<file path="config.mk">
export PLATFORM = sky130hd
export DESIGN_NAME = row_serializer
export DESIGN_NICKNAME = d
export VERILOG_FILES = /design/src/rtl/row_serializer.sv
export SDC_FILE = /design/constraint.sdc
export NUM_CORES = 1
export LEC_CHECK = 0
export CAP_MARGIN = 20
export CORE_ASPECT_RATIO = 1.2
export CORE_MARGIN = 2
export CORE_UTILIZATION = 52
export DETAILED_ROUTE_END_ITERATION = 16
export PLACE_DENSITY_LB_ADDON = 0.12
export SLEW_MARGIN = 10
export SYNTH_ARGS = -nofsm -noshare
export SYNTH_HDL_FRONTEND = slang
export SYNTH_SLANG_ARGS = --single-unit
</file>
<file path="constraint.sdc">
create_clock -name clk -period 4 [get_ports clk]
set_input_delay 1.2 -clock clk [delete_from_list [all_inputs] [get_ports clk]]
set_output_delay 1.2 -clock clk [all_outputs]
set_load 0.02 [all_outputs]
</file>
<file path="src/rtl/row_serializer.sv">
// ============================================================================
// Module   : row_serializer
// Purpose  : Buffers whole rows in a small FIFO and re-emits them one element
//            per cycle with first/last framing. ROW_SER_IDX_EN adds out_idx.
// Revision : 1.0  initial release
// ============================================================================
`default_nettype none

module row_serializer #(
  parameter int DATA_W  = 16,
  parameter int ROW_LEN = 3,
  parameter int DEPTH   = 2
) (
  input  logic              clk,
  input  logic              rst_n,
  input  logic              in_valid,
  output logic              in_ready,
  input  logic [DATA_W-1:0] in_row [0:ROW_LEN-1],
  output logic              out_valid,
  input  logic              out_ready,
  output logic [DATA_W-1:0] out_data,
  output logic              out_first,
`ifdef ROW_SER_IDX_EN
  output logic              out_last,
  output logic [$clog2(ROW_LEN)-1:0] out_idx
`else
  output logic              out_last
`endif
);

  localparam int PTR_W = $clog2(DEPTH);
  localparam int CNT_W = $clog2(DEPTH) + 1;
  localparam int IDX_W = $clog2(ROW_LEN);

  logic [PTR_W-1:0]  wr_ptr_q, wr_ptr_d;
  logic [PTR_W-1:0]  rd_ptr_q, rd_ptr_d;
  logic [CNT_W-1:0]  count_q, count_d;
  logic [IDX_W-1:0]  elem_cnt_q, elem_cnt_d;
  logic [DATA_W-1:0] mem_q [0:DEPTH-1][0:ROW_LEN-1];

  logic push;
  logic pop_elem;
  logic row_done;
  logic elem_last;

  // Handshake readiness comes only from registered occupancy.
  assign in_ready  = (count_q != CNT_W'(DEPTH));
  assign out_valid = (count_q != '0);
  assign elem_last = (elem_cnt_q == IDX_W'(ROW_LEN - 1));
  assign out_first = (elem_cnt_q == '0);
  assign out_last  = elem_last;
  assign out_data  = mem_q[rd_ptr_q][elem_cnt_q];

`ifdef ROW_SER_IDX_EN
  assign out_idx = elem_cnt_q;
`endif

  assign push     = in_valid && in_ready;
  assign pop_elem = out_valid && out_ready;
  assign row_done = pop_elem && elem_last;

  always_comb begin
    wr_ptr_d   = wr_ptr_q;
    rd_ptr_d   = rd_ptr_q;
    count_d    = count_q;
    elem_cnt_d = elem_cnt_q;

    if (push) begin
      wr_ptr_d = wr_ptr_q + 1'b1;
    end

    if (pop_elem) begin
      elem_cnt_d = elem_last ? '0 : elem_cnt_q + 1'b1;
    end

    if (row_done) begin
      rd_ptr_d = rd_ptr_q + 1'b1;
    end

    // Simultaneous push and row completion leave occupancy unchanged.
    case ({push, row_done})
      2'b10:   count_d = count_q + 1'b1;
      2'b01:   count_d = count_q - 1'b1;
      default: count_d = count_q;
    endcase
  end

  always_ff @(posedge clk or negedge rst_n) begin
    if (!rst_n) begin
      wr_ptr_q   <= '0;
      rd_ptr_q   <= '0;
      count_q    <= '0;
      elem_cnt_q <= '0;
    end else begin
      wr_ptr_q   <= wr_ptr_d;
      rd_ptr_q   <= rd_ptr_d;
      count_q    <= count_d;
      elem_cnt_q <= elem_cnt_d;
    end
  end

  // Row storage is not reset; out_valid gates its contents.
  always_ff @(posedge clk) begin
    if (push) begin
      for (int e = 0; e < ROW_LEN; e++) begin
        mem_q[wr_ptr_q][e] <= in_row[e];
      end
    end
  end

endmodule

`default_nettype wire

</file>
# --- After elaboration in Yosys (flattened, before gate mapping) ---
# Memories as Yosys holds them, arrays and structs flattened.
# Cells that the tools add are included.
totals:
  reg_bits: 6
  ramBits: 96
  in_bits: 52
  out_inout_bits: 20
  word_cells: 29
  mem_count: 1
memory_table:
  columns: ["memory", "words", "width", "rd", "rd_clocked_by_memory_dff", "write_ports", "line_no", "source"]
  rows:
  - ["mem_q", 2, 48, 1, 0, 1, "39", "logic [DATA_W-1:0] mem_q [0:DEPTH-1][0:ROW_LEN-1];"]
op_classes:
  add_sub_neg: 5
  n_lt_le_gt_ge: 1
  n_eq_ne: 4
  mux: 7
  bitwise_logic: 1
  n_reduce_logical: 6
op_table:
  columns: ["operator", "count"]
  rows:
  - ["$bmux W16 S2", 1]
  - ["$mux W16", 2]
  - ["$add A2 B1 Y2 const B", 2]
  - ["$eq A2 B2 Y1 const B", 2]
  - ["$pmux W2 S2", 1]
  - ["$reduce_bool A2 Y1", 2]
  - ["$ge A3 B3 Y1 const B", 1]
  - ["$logic_and A1 B1 Y1", 3]
  - ["$not A2 Y3", 1]
  - ["$add A1 B1 Y1 const B", 2]
  - ["$eq A2 B1 Y1 const B", 1]
  - ["$logic_not A2 Y1", 1]
  - ["$mux W1", 2]
  - ["$mux W2", 1]
  - ["$ne A2 B2 Y1 const B", 1]
  - ["$sub A2 B1 Y2 const B", 1]

# --- Depth between registers and ports, before layout ---
# Gate-level depths: netlist of run 1.
depth:
  depth_word: 5
  depth_mapped: 7
  depth_no_buf: 6

# --- Least setup slack after synthesis of run 1 ---
# No wires, ideal clock.
synth_timing:
  path_type: "input to register"
  start: "in in_valid"
  end: "mem mem_q[0][0] in the netlist's numbering, enable pin"
  setup_ps: 454
  arrival_ps: 3317
  required_time_ps: 3546
  path_slack_ps: 229
  cell_stages: 2
  path_buffers: 0
  cell_sequence: "nand2_1 -> nor2_1"
synth_between:
  elab_chain_len: 3
synth_lines:
  columns: ["item", "line_no", "source"]
  rows:
  - ["start: declaration", "16", "input logic in_valid,"]
  - ["$logic_and A1 B1 Y1", "58", "assign push = in_valid && in_ready;"]
  - ["$mux W1", "104", "if (push) begin"]
  - ["$mux W1 (implied by the code)", "106", "mem_q[wr_ptr_q][e] <= in_row[e];"]
  - ["end: declaration", "39", null]
# Every way passes these cells.

# --- Worst setup path after layout of run 1 ---
layout_timing:
  start: "reg elem_cnt_q[1]"
  end: "out out_data[6]"
layout_between:
  elab_chain_len: 4
layout_lines:
  columns: ["item", "line_no", "source"]
  rows:
  - ["start: declaration", "38", "logic [IDX_W-1:0] elem_cnt_q, elem_cnt_d;"]
  - ["start signal: assignment", "98", "elem_cnt_q <= elem_cnt_d;"]
  - ["$not A2 Y3 (implied by the code)", "52", "assign out_data = mem_q[rd_ptr_q][elem_cnt_q];"]
  - ["$bmux W16 S2", "52", null]
  - ["$mux W16 (implied by the code) (2 in series)", "52", null]
  - ["end: declaration", "21", "output logic [DATA_W-1:0] out_data,"]
# Every way passes these cells. The select of a mux whose other input is x is not followed.

==> metrics.txt, run 1 <==
# TYPE chip_impl_metric gauge
chip_impl_info{name="outcome",value="finished clean"} 1
chip_impl_metric{name="ys_ff_latch",unit=""} 102
chip_impl_info{name="synth_top_flop_cell",value="sky130_fd_sc_hd__edfxtp_1"} 1
chip_impl_metric{name="power.internal",unit="mW"} 2.468
chip_impl_metric{name="insertion_delay",unit="ns"} 0.36
chip_impl_metric{name="antenna-diode-count",unit=""} 0
chip_impl_metric{name="vias_in_the_first_global_route",unit=""} 2099
chip_impl_metric{name="floorplan.die.height",unit="um"} 101.5
chip_impl_metric{name="synthXorXnorAreaFrac",unit="%"} 1.063
chip_impl_metric{name="count_of_hold_buffers_inserted_by_post_cts_repair",unit=""} 0
chip_impl_info{name="critical_path_class",value="reg2out"} 1
chip_impl_metric{name="postCtsSetupRepairBufs",unit=""} 0
chip_impl_metric{name="p_comb_share",unit="%"} 42.0
chip_impl_metric{name="worst_ep_required_time",unit="ns"} 2.80
chip_impl_metric{name="yosysWarningCount",unit=""} 0
chip_impl_info{name="tritoncts",value="yes"} 1
chip_impl_metric{name="post_synth.cell_area_avg",unit="sq um"} 19.26
chip_impl_metric{name="timing.critical_path.fanout_max",unit=""} 10
chip_impl_info{name="dominant_combinational_cell_family_by_area_after_synthesis",value="multiplexers"} 1
chip_impl_metric{name="adder_cell_fraction_of_synth_area",unit="%"} 0.3036
chip_impl_metric{name="power.net_switching",unit="mW"} 1.280
chip_impl_metric{name="leakage",unit="nW"} 1.793
chip_impl_metric{name="seq_area_frac_synth",unit="%"} 73.59
chip_impl_info{name="layout.cells.most_common",value="sky130_fd_sc_hd__edfxtp_1"} 1
chip_impl_metric{name="cap_violations",unit=""} 0
chip_impl_metric{name="fp-row-count",unit=""} 35
chip_impl_metric{name="finalWeightedCongestion",unit=""} 0.7635
chip_impl_metric{name="nFillCells",unit=""} 536
chip_impl_info{name="timing.hold.worst.class",value="reg2reg"} 1
chip_impl_metric{name="max-slew-margin-rel",unit="%"} 56.32
chip_impl_metric{name="area_fraction_in_and_or_nand_and_nor_cells_after_synthesis",unit="%"} 2.884
chip_impl_metric{name="asyncSetResetFlopFracSynth",unit="%"} 5.882
chip_impl_metric{name="die-width",unit="um"} 85.27
chip_impl_metric{name="power.clock.fraction",unit="%"} 16.9
chip_impl_metric{name="postSynthNetCount",unit=""} 267
chip_impl_metric{name="die_area",unit="sq um"} 8657
chip_impl_metric{name="globalRouteTotalUtil",unit="%"} 17.05
chip_impl_info{name="grt_setup_unrepaired",value="false"} 1
chip_impl_metric{name="design.portCount",unit=""} 72
chip_impl_metric{name="layoutNonFillerInstCount",unit=""} 389
chip_impl_metric{name="ctsLongestPathBuffers",unit=""} 2
chip_impl_metric{name="cp_data_arrival_time",unit="ns"} 2.35
chip_impl_metric{name="synth.top_cell.area_share",unit="%"} 69.95
chip_impl_metric{name="finalNetCount",unit=""} 345
chip_impl_metric{name="power_frac_seq",unit="%"} 41.1
chip_impl_metric{name="drtAntennaViolNets",unit=""} 0
chip_impl_metric{name="post_synth_inst_count",unit=""} 214
chip_impl_metric{name="avgRoutedWirePerCell",unit="um"} 18.04
chip_impl_metric{name="setup_violations",unit=""} 0
chip_impl_metric{name="period_needed",unit="ns"} 3.548
chip_impl_metric{name="grt_max_degree",unit=""} 49
chip_impl_info{name="post-synth-top-area-cell",value="sky130_fd_sc_hd__edfxtp_1"} 1
chip_impl_metric{name="dr_total_vias",unit=""} 2076
chip_impl_metric{name="detailedRoute.firstIterationViolations",unit=""} 151
chip_impl_metric{name="synthDistinctLibCells",unit=""} 24
chip_impl_metric{name="share_of_the_synthesized_area_in_compound_gates_ao_oa_aoi_oai",unit="%"} 6.163
chip_impl_metric{name="power_switching_share",unit="%"} 34.16
chip_impl_metric{name="htree_num_levels",unit=""} 3
chip_impl_metric{name="half_perimeter_wire_length_after_detailed_placement",unit="um"} 4608
chip_impl_metric{name="clock_sink_count",unit=""} 102
chip_impl_metric{name="power.density_cell_area",unit="nW/um^2"} 734.9
chip_impl_metric{name="wire_length_of_the_first_global_routing_pass",unit="um"} 10980
chip_impl_metric{name="netlist_area",unit="sq um"} 4121
chip_impl_metric{name="edff_count_synth",unit=""} 96
chip_impl_metric{name="period_share",unit="%"} 88.69
chip_impl_metric{name="place.detailed.instances",unit=""} 373
chip_impl_info{name="clock_tree.root_cell",value="sky130_fd_sc_hd__clkbuf_8"} 1
chip_impl_metric{name="viasPerCell",unit=""} 5.337
chip_impl_metric{name="number_of_antenna_violations_at_the_first_check_in_global_routing",unit=""} 0
chip_impl_metric{name="cts_bufs_inserted",unit=""} 9
chip_impl_metric{name="grt_remaining_overflow",unit=""} 0
chip_impl_metric{name="skew",unit="ns"} 0.01201
chip_impl_metric{name="drt-pass1-iter-count",unit=""} 4
chip_impl_metric{name="synth_mux_area_share",unit="%"} 13.05
chip_impl_metric{name="cts.clk_slew.worst_paths",unit="ns"} 0.08
chip_impl_info{name="timing.critical_path.to_type",value="output port"} 1
chip_impl_metric{name="fmax",unit="MHz"} 281.9
chip_impl_metric{name="wirelength",unit="um"} 7019
chip_impl_metric{name="initial_core_util",unit="%"} 53.47
chip_impl_metric{name="finalSetupTns",unit="ns"} 0
chip_impl_metric{name="timing_hold_violations_final",unit=""} 0
chip_impl_metric{name="worstMarginPinSlew",unit="ns"} 0.6551
chip_impl_info{name="layout_common_cells",value="sky130_fd_sc_hd__edfxtp_1 (96), sky130_fd_sc_hd__clkdlybuf4s50_1 (71), sky130_fd_sc_hd__mux2i_1 (32)"} 1
chip_impl_metric{name="final_layout_size_suffix_gt1_share",unit="%"} 18.86
chip_impl_metric{name="coreArea",unit="sq um"} 7707
chip_impl_metric{name="slew_violations",unit=""} 0
chip_impl_metric{name="buffer_ports.inserted",unit=""} 71
chip_impl_info{name="crit_path_start_kind",value="flip-flop"} 1
chip_impl_metric{name="ir_worst_vdd",unit="mV"} 0.6074
chip_impl_metric{name="areaGrowthSynthToFinish",unit="%"} 23.74
chip_impl_metric{name="post_cts_resize_count",unit=""} 0
chip_impl_metric{name="drc",unit=""} 0
chip_impl_info{name="synthTopCellsByArea",value="sky130_fd_sc_hd__edfxtp_1 (70%), sky130_fd_sc_hd__mux2i_1 (7.8%), sky130_fd_sc_hd__o221ai_2 (5.8%), sky130_fd_sc_hd__dfrtp_1 (3.6%), sky130_fd_sc_hd__mux2_4 (2.6%)"} 1
-- per-stage QoR --
| step | setup slack, ns | util (%) | instance area (sq um) | power (mW) | hold slack (ns) |
|---|---|---|---|---|---|
| CTS | 0.4399 | 66.17 | 5100 | 3.796 | 0.5563 |
| finish | 0.4524 | 66.17 | 5100 | 3.748 | 0.5514 |
| global placement | 0.8701 | 63.64 | 4905 | 3.146 | 0.5140 |
| global route | 0.3733 | 66.17 | 5100 | 3.952 | 0.5890 |
| floorplan | 0.2289 | - | 4121 | 2.658 | 0.4608 |
| detailed placement | 0.8299 | 63.64 | 4905 | 3.165 | 0.5440 |
-- layout make-up --
type / count / area [sq um] / share of cell area, %
sequential: 102 / 3034 / 59.49
clock inverter: 7 / 71.32 / 1.398
timing repair buffer: 78 / 775.7 / 15.21
clock buffer: 9 / 123.9 / 2.429
tap: 92 / 115.1 / 2.257
multi-input combinational: 100 / 975.9 / 19.14
inverter: 1 / 3.754 / 0.07360
-- synthesized netlist by cell type (2+ instances only) --
library cell,n
sky130_fd_sc_hd__buf_6,4
sky130_fd_sc_hd__nand2b_1,3
sky130_fd_sc_hd__mux2i_1,32
sky130_fd_sc_hd__nor2_1,2
sky130_fd_sc_hd__buf_2,2
sky130_fd_sc_hd__dfrtp_1,6
sky130_fd_sc_hd__buf_12,2
sky130_fd_sc_hd__nand2_1,18
sky130_fd_sc_hd__edfxtp_1,96
sky130_fd_sc_hd__xnor2_1,3
sky130_fd_sc_hd__o221ai_2,16
sky130_fd_sc_hd__nor2_2,2
sky130_fd_sc_hd__mux2_4,7
sky130_fd_sc_hd__mux2_1,7
sky130_fd_sc_hd__xor2_1,2
sky130_fd_sc_hd__mux2_2,3
sky130_fd_sc_hd__clkbuf_4,2
-- worst paths after layout --
kind,startpoint,to,slack (ns),cells after the start
min in group asynchronous,rst_n,elem_cnt_q[0],1.09,1
worst max register to register,elem_cnt_q[0],count_q[1],2.06,6
worst min-delay path,count_q[1],count_q[1],0.55,1
worst min register to register,count_q[1],count_q[1],0.55,1
max in group asynchronous,rst_n,rd_ptr_q,2.67,1
worst max-delay path,elem_cnt_q[1],out_data[6],0.45,4
-- metal layers --
| metal | track usage (%) | part of all wire [%] | vias up |
|---|---|---|---|
| met5 | 0 | 0 | - |
| met4 | 7.082 | 1.8 | 0 |
| met3 | 3.015 | 3.5 | 13 |
| met2 | 27.40 | 49 | 54 |
| met1 | 23.28 | 46 | 1013 |
| li1 | - | - | 996 |
-- power groups by stage --
stage	Combinational (mW)	Sequential (mW)	Clock, mW
final	1.57	1.54	0.633
after global routing	1.69	1.56	0.695
after CTS	1.60	1.54	0.649
after detailed placement	1.60	1.57	0
after global placement	1.59	1.56	0
after floorplan	1.10	1.56	0
-- flip-flops by register name, summed over array words and instances (netlist names) --
name / count
mem_q: 96
rd_ptr_q: 1
count_q: 2
wr_ptr_q: 1
elem_cnt_q: 2
-- worst max-delay path, cell delays in order, from the launching register on --
cell	delay (ns)
sky130_fd_sc_hd__dfrtp_1	0.42
sky130_fd_sc_hd__nand2b_1	0.40
sky130_fd_sc_hd__buf_4	0.34
sky130_fd_sc_hd__o221ai_2	0.20
sky130_fd_sc_hd__clkdlybuf4s50_1	0.64
-- cells by family (layout without fill, tap and decap cells) --
| logic type | after synthesis | count (layout) |
|---|---|---|
| and+or+nand+nor | 27 | 27 |
| xor gates and xnor gates | 5 | 5 |
| adders and majority gates | 1 | 1 |
| muxes | 49 | 49 |
| AOI/OAI and AO/OA | 18 | 18 |
| buffers and inverters | 12 | 95 |
| DFF | 102 | 102 |
Power figures use the tool's default switching activity.
==> inputs of run 2 (changes only) <==
- CORE_ASPECT_RATIO: 1.2 -> 2
- PLACE_DENSITY: default -> 0.86
- PLACE_DENSITY_LB_ADDON: 0.12 -> default
==> metrics.txt, run 2 (same netlist as run 1, synthesis figures left out) <==
# TYPE chip_impl_metric gauge
chip_impl_info{name="outcome",value="finished clean"} 1
chip_impl_metric{name="cts.clk_slew.worst_paths",unit="ns"} 0.06
chip_impl_metric{name="final_layout_size_suffix_gt1_share",unit="%"} 16.50
chip_impl_metric{name="die-width",unit="um"} 66.95
chip_impl_metric{name="grt_max_degree",unit=""} 49
chip_impl_metric{name="worst_hold_path.num_cells",unit=""} 1
chip_impl_metric{name="viasPerCell",unit=""} 5.522
chip_impl_metric{name="power.net_switching",unit="mW"} 1.272
chip_impl_metric{name="power.density_cell_area",unit="nW/um^2"} 750.1
chip_impl_metric{name="clock_sink_count",unit=""} 102
chip_impl_info{name="crit_family",value="buffers and inverters"} 1
chip_impl_metric{name="finalWorstSetupSlack",unit="ns"} 0.4018
chip_impl_metric{name="r2r_slack",unit="ns"} 2.00
chip_impl_metric{name="drtAntennaViolNets",unit=""} 0
chip_impl_metric{name="cp_data_arrival_time",unit="ns"} 2.40
chip_impl_metric{name="count_of_hold_buffers_inserted_by_post_cts_repair",unit=""} 0
chip_impl_metric{name="power.clock.fraction",unit="%"} 19.3
chip_impl_metric{name="cap_violations",unit=""} 0
chip_impl_metric{name="power.internal",unit="mW"} 2.609
chip_impl_metric{name="initial_core_util",unit="%"} 52.65
chip_impl_metric{name="timing.critical_path.fanout_max",unit=""} 35
chip_impl_metric{name="wire_length_of_the_first_global_routing_pass",unit="um"} 11200
chip_impl_info{name="critical_path_class",value="reg2out"} 1
chip_impl_info{name="critical_path.slowest_cell",value="sky130_fd_sc_hd__dfrtp_2"} 1
chip_impl_metric{name="crit_path_max_incr_delay",unit="ns"} 0.64
chip_impl_metric{name="worst_ep_required_time",unit="ns"} 2.80
chip_impl_metric{name="drt-pass1-iter-count",unit=""} 4
chip_impl_metric{name="floorplan.die.height",unit="um"} 129.9
chip_impl_metric{name="leakage",unit="nW"} 1.814
chip_impl_metric{name="dr_total_vias",unit=""} 2170
chip_impl_metric{name="finalWeightedCongestion",unit=""} 0.7285
chip_impl_metric{name="period_needed",unit="ns"} 3.598
chip_impl_info{name="timing.critical_path.to_type",value="output port"} 1
chip_impl_metric{name="finalSetupTns",unit="ns"} 0
chip_impl_metric{name="timing_hold_violations_final",unit=""} 0
chip_impl_metric{name="power",unit="mW"} 3.881
chip_impl_metric{name="buffer_ports.inserted",unit=""} 71
chip_impl_metric{name="final_design_area_no_fill",unit="sq um"} 5174
chip_impl_metric{name="drc",unit=""} 0
chip_impl_metric{name="globalRouteTotalUtil",unit="%"} 18.20
chip_impl_metric{name="p_comb_share",unit="%"} 39.8
chip_impl_info{name="tritoncts",value="yes"} 1
chip_impl_metric{name="setup_ws_pre_cts",unit="ns"} 0.7390
chip_impl_metric{name="nFillCells",unit=""} 558
chip_impl_metric{name="postCtsSetupRepairBufs",unit=""} 0
chip_impl_metric{name="largest_register_ffs",unit=""} 96
chip_impl_metric{name="half_perimeter_wire_length_after_detailed_placement",unit="um"} 4707
chip_impl_metric{name="buffer_and_inverter_count_on_the_worst_path",unit=""} 2
chip_impl_metric{name="setup_violations",unit=""} 0
chip_impl_metric{name="period_share",unit="%"} 89.96
chip_impl_metric{name="cts_bufs_inserted",unit=""} 9
chip_impl_metric{name="finalNetCount",unit=""} 345
chip_impl_metric{name="die_area",unit="sq um"} 8697
chip_impl_metric{name="vias_in_the_first_global_route",unit=""} 2333
chip_impl_metric{name="avgRoutedWirePerCell",unit="um"} 18.18
chip_impl_info{name="r2r-start",value="elem_cnt_q[0]"} 1
chip_impl_metric{name="wirelength",unit="um"} 7144
chip_impl_info{name="critical_path_cell_list",value="buf_12 -> mux2_1 -> nand2_1 -> o221ai_2 -> clkdlybuf4s50_1"} 1
chip_impl_metric{name="detailedRoute.firstIterationViolations",unit=""} 184
chip_impl_metric{name="placed_cell_area",unit="sq um"} 4922
chip_impl_metric{name="power_switching_share",unit="%"} 32.77
chip_impl_metric{name="grt_remaining_overflow",unit=""} 0
chip_impl_info{name="grt_setup_unrepaired",value="false"} 1
chip_impl_metric{name="worst-r2r-cell-count",unit=""} 6
chip_impl_info{name="rr_endpoint",value="count_q[1]"} 1
chip_impl_metric{name="htree_num_levels",unit=""} 3
chip_impl_metric{name="number_of_antenna_violations_at_the_first_check_in_global_routing",unit=""} 0
chip_impl_metric{name="ir_worst_vdd",unit="mV"} 0.6529
chip_impl_metric{name="insertion_delay",unit="ns"} 0.34
chip_impl_metric{name="fmax",unit="MHz"} 277.9
chip_impl_metric{name="worstMarginPinSlew",unit="ns"} 0.6923
chip_impl_metric{name="slew_violations",unit=""} 0
chip_impl_info{name="layout_common_cells",value="sky130_fd_sc_hd__edfxtp_1 (96), sky130_fd_sc_hd__clkdlybuf4s50_1 (71), sky130_fd_sc_hd__mux2i_1 (32)"} 1
chip_impl_metric{name="post_cts_resize_count",unit=""} 0
chip_impl_info{name="clock_tree.root_cell",value="sky130_fd_sc_hd__clkbuf_16"} 1
chip_impl_info{name="crit_path_start_kind",value="flip-flop"} 1
chip_impl_metric{name="antenna-diode-count",unit=""} 0
chip_impl_info{name="top_regs",value="mem_q x96, count_q x2, elem_cnt_q x2"} 1
chip_impl_metric{name="skew",unit="ns"} 0.005242
chip_impl_metric{name="areaGrowthSynthToFinish",unit="%"} 25.53
chip_impl_info{name="layout.cells.most_common",value="sky130_fd_sc_hd__edfxtp_1"} 1
chip_impl_metric{name="ctsLongestPathBuffers",unit=""} 2
chip_impl_metric{name="power_frac_seq",unit="%"} 40.9
chip_impl_metric{name="design.portCount",unit=""} 72
chip_impl_info{name="holdCritStartpoint",value="count_q[1]"} 1
chip_impl_metric{name="fp-row-count",unit=""} 46
chip_impl_info{name="regMostFlops",value="mem_q"} 1
chip_impl_info{name="timing.hold.worst.class",value="reg2reg"} 1
chip_impl_metric{name="coreArea",unit="sq um"} 7828
chip_impl_metric{name="max-slew-margin-rel",unit="%"} 53.73
chip_impl_info{name="worstHoldEndpoint",value="count_q[1]"} 1
==> run 2: changes by cell type in the layout (fill, tap and decap cells not counted), sizes merged <==
cell / before / now
clkbuf: 9 / 13
inv: 3 / 1
clkinv: 4 / 3
bufinv: 1 / 0
==> run 2: metrics by stage <==
stage	utilization (%)	hold slack (ns)	std cells
after detailed placement	62.88	0.5413	377
after CTS	66.10	0.5525	393
after global routing	66.10	0.5637	393
final	66.10	0.5448	393
after global placement	62.88	0.5112	377
after floorplan	-	0.4608	214
==> run 2: power groups by stage <==
stage	logic [mW]	registers [mW]	clock network, mW
floorplan	1.10	1.56	0
global placement	1.53	1.59	0
detailed placement	1.56	1.61	0
CTS	1.57	1.59	0.765
global route	1.66	1.61	0.805
finish	1.55	1.59	0.747
==> run 2: area by class of cell <==
| cell class | count | area (sq um) | share of cell area [%] |
|---|---|---|---|
| Multi-Input combinational cell | 100 | 975.9 | 18.86 |
| Clock inverter | 3 | 11.26 | 0.2177 |
| Tap cell | 96 | 120.1 | 2.322 |
| Sequential cell | 102 | 3034 | 58.65 |
| Inverter | 1 | 3.754 | 0.07255 |
| Timing Repair Buffer | 78 | 788.3 | 15.24 |
| Clock buffer | 13 | 240.2 | 4.643 |
==> run 2: worst register-to-register path: stages (launching register included) <==
cell                       delay, ns
sky130_fd_sc_hd__dfrtp_1        0.40
sky130_fd_sc_hd__nand2b_1       0.48
sky130_fd_sc_hd__buf_4          0.33
sky130_fd_sc_hd__nor2_2         0.09
sky130_fd_sc_hd__ha_1           0.32
sky130_fd_sc_hd__nor2_1         0.16
sky130_fd_sc_hd__xor2_1         0.16
==> run 2: per-layer routing <==
layer	up-vias	wire length (um)	track usage, %
li1	1000	-	-
met2	79	3763	30.18
met3	12	451	5.431
met4	0	125	8.523
met1	1079	2804	21.48
met5	-	0	0
==> run 2: how the worst max path moves through the flow <==
stage              from      endpoint  cells past startpoint
2_1_floorplan  in_valid   mem_q[0][0]                      2
3_3_place_gp   rd_ptr_q   out_data[4]                      5
3_5_place_dp   rd_ptr_q  out_data[12]                      5
4_1_cts        rd_ptr_q  out_data[12]                      5
5_1_grt        rd_ptr_q  out_data[12]                      5
6_report       rd_ptr_q  out_data[12]                      5
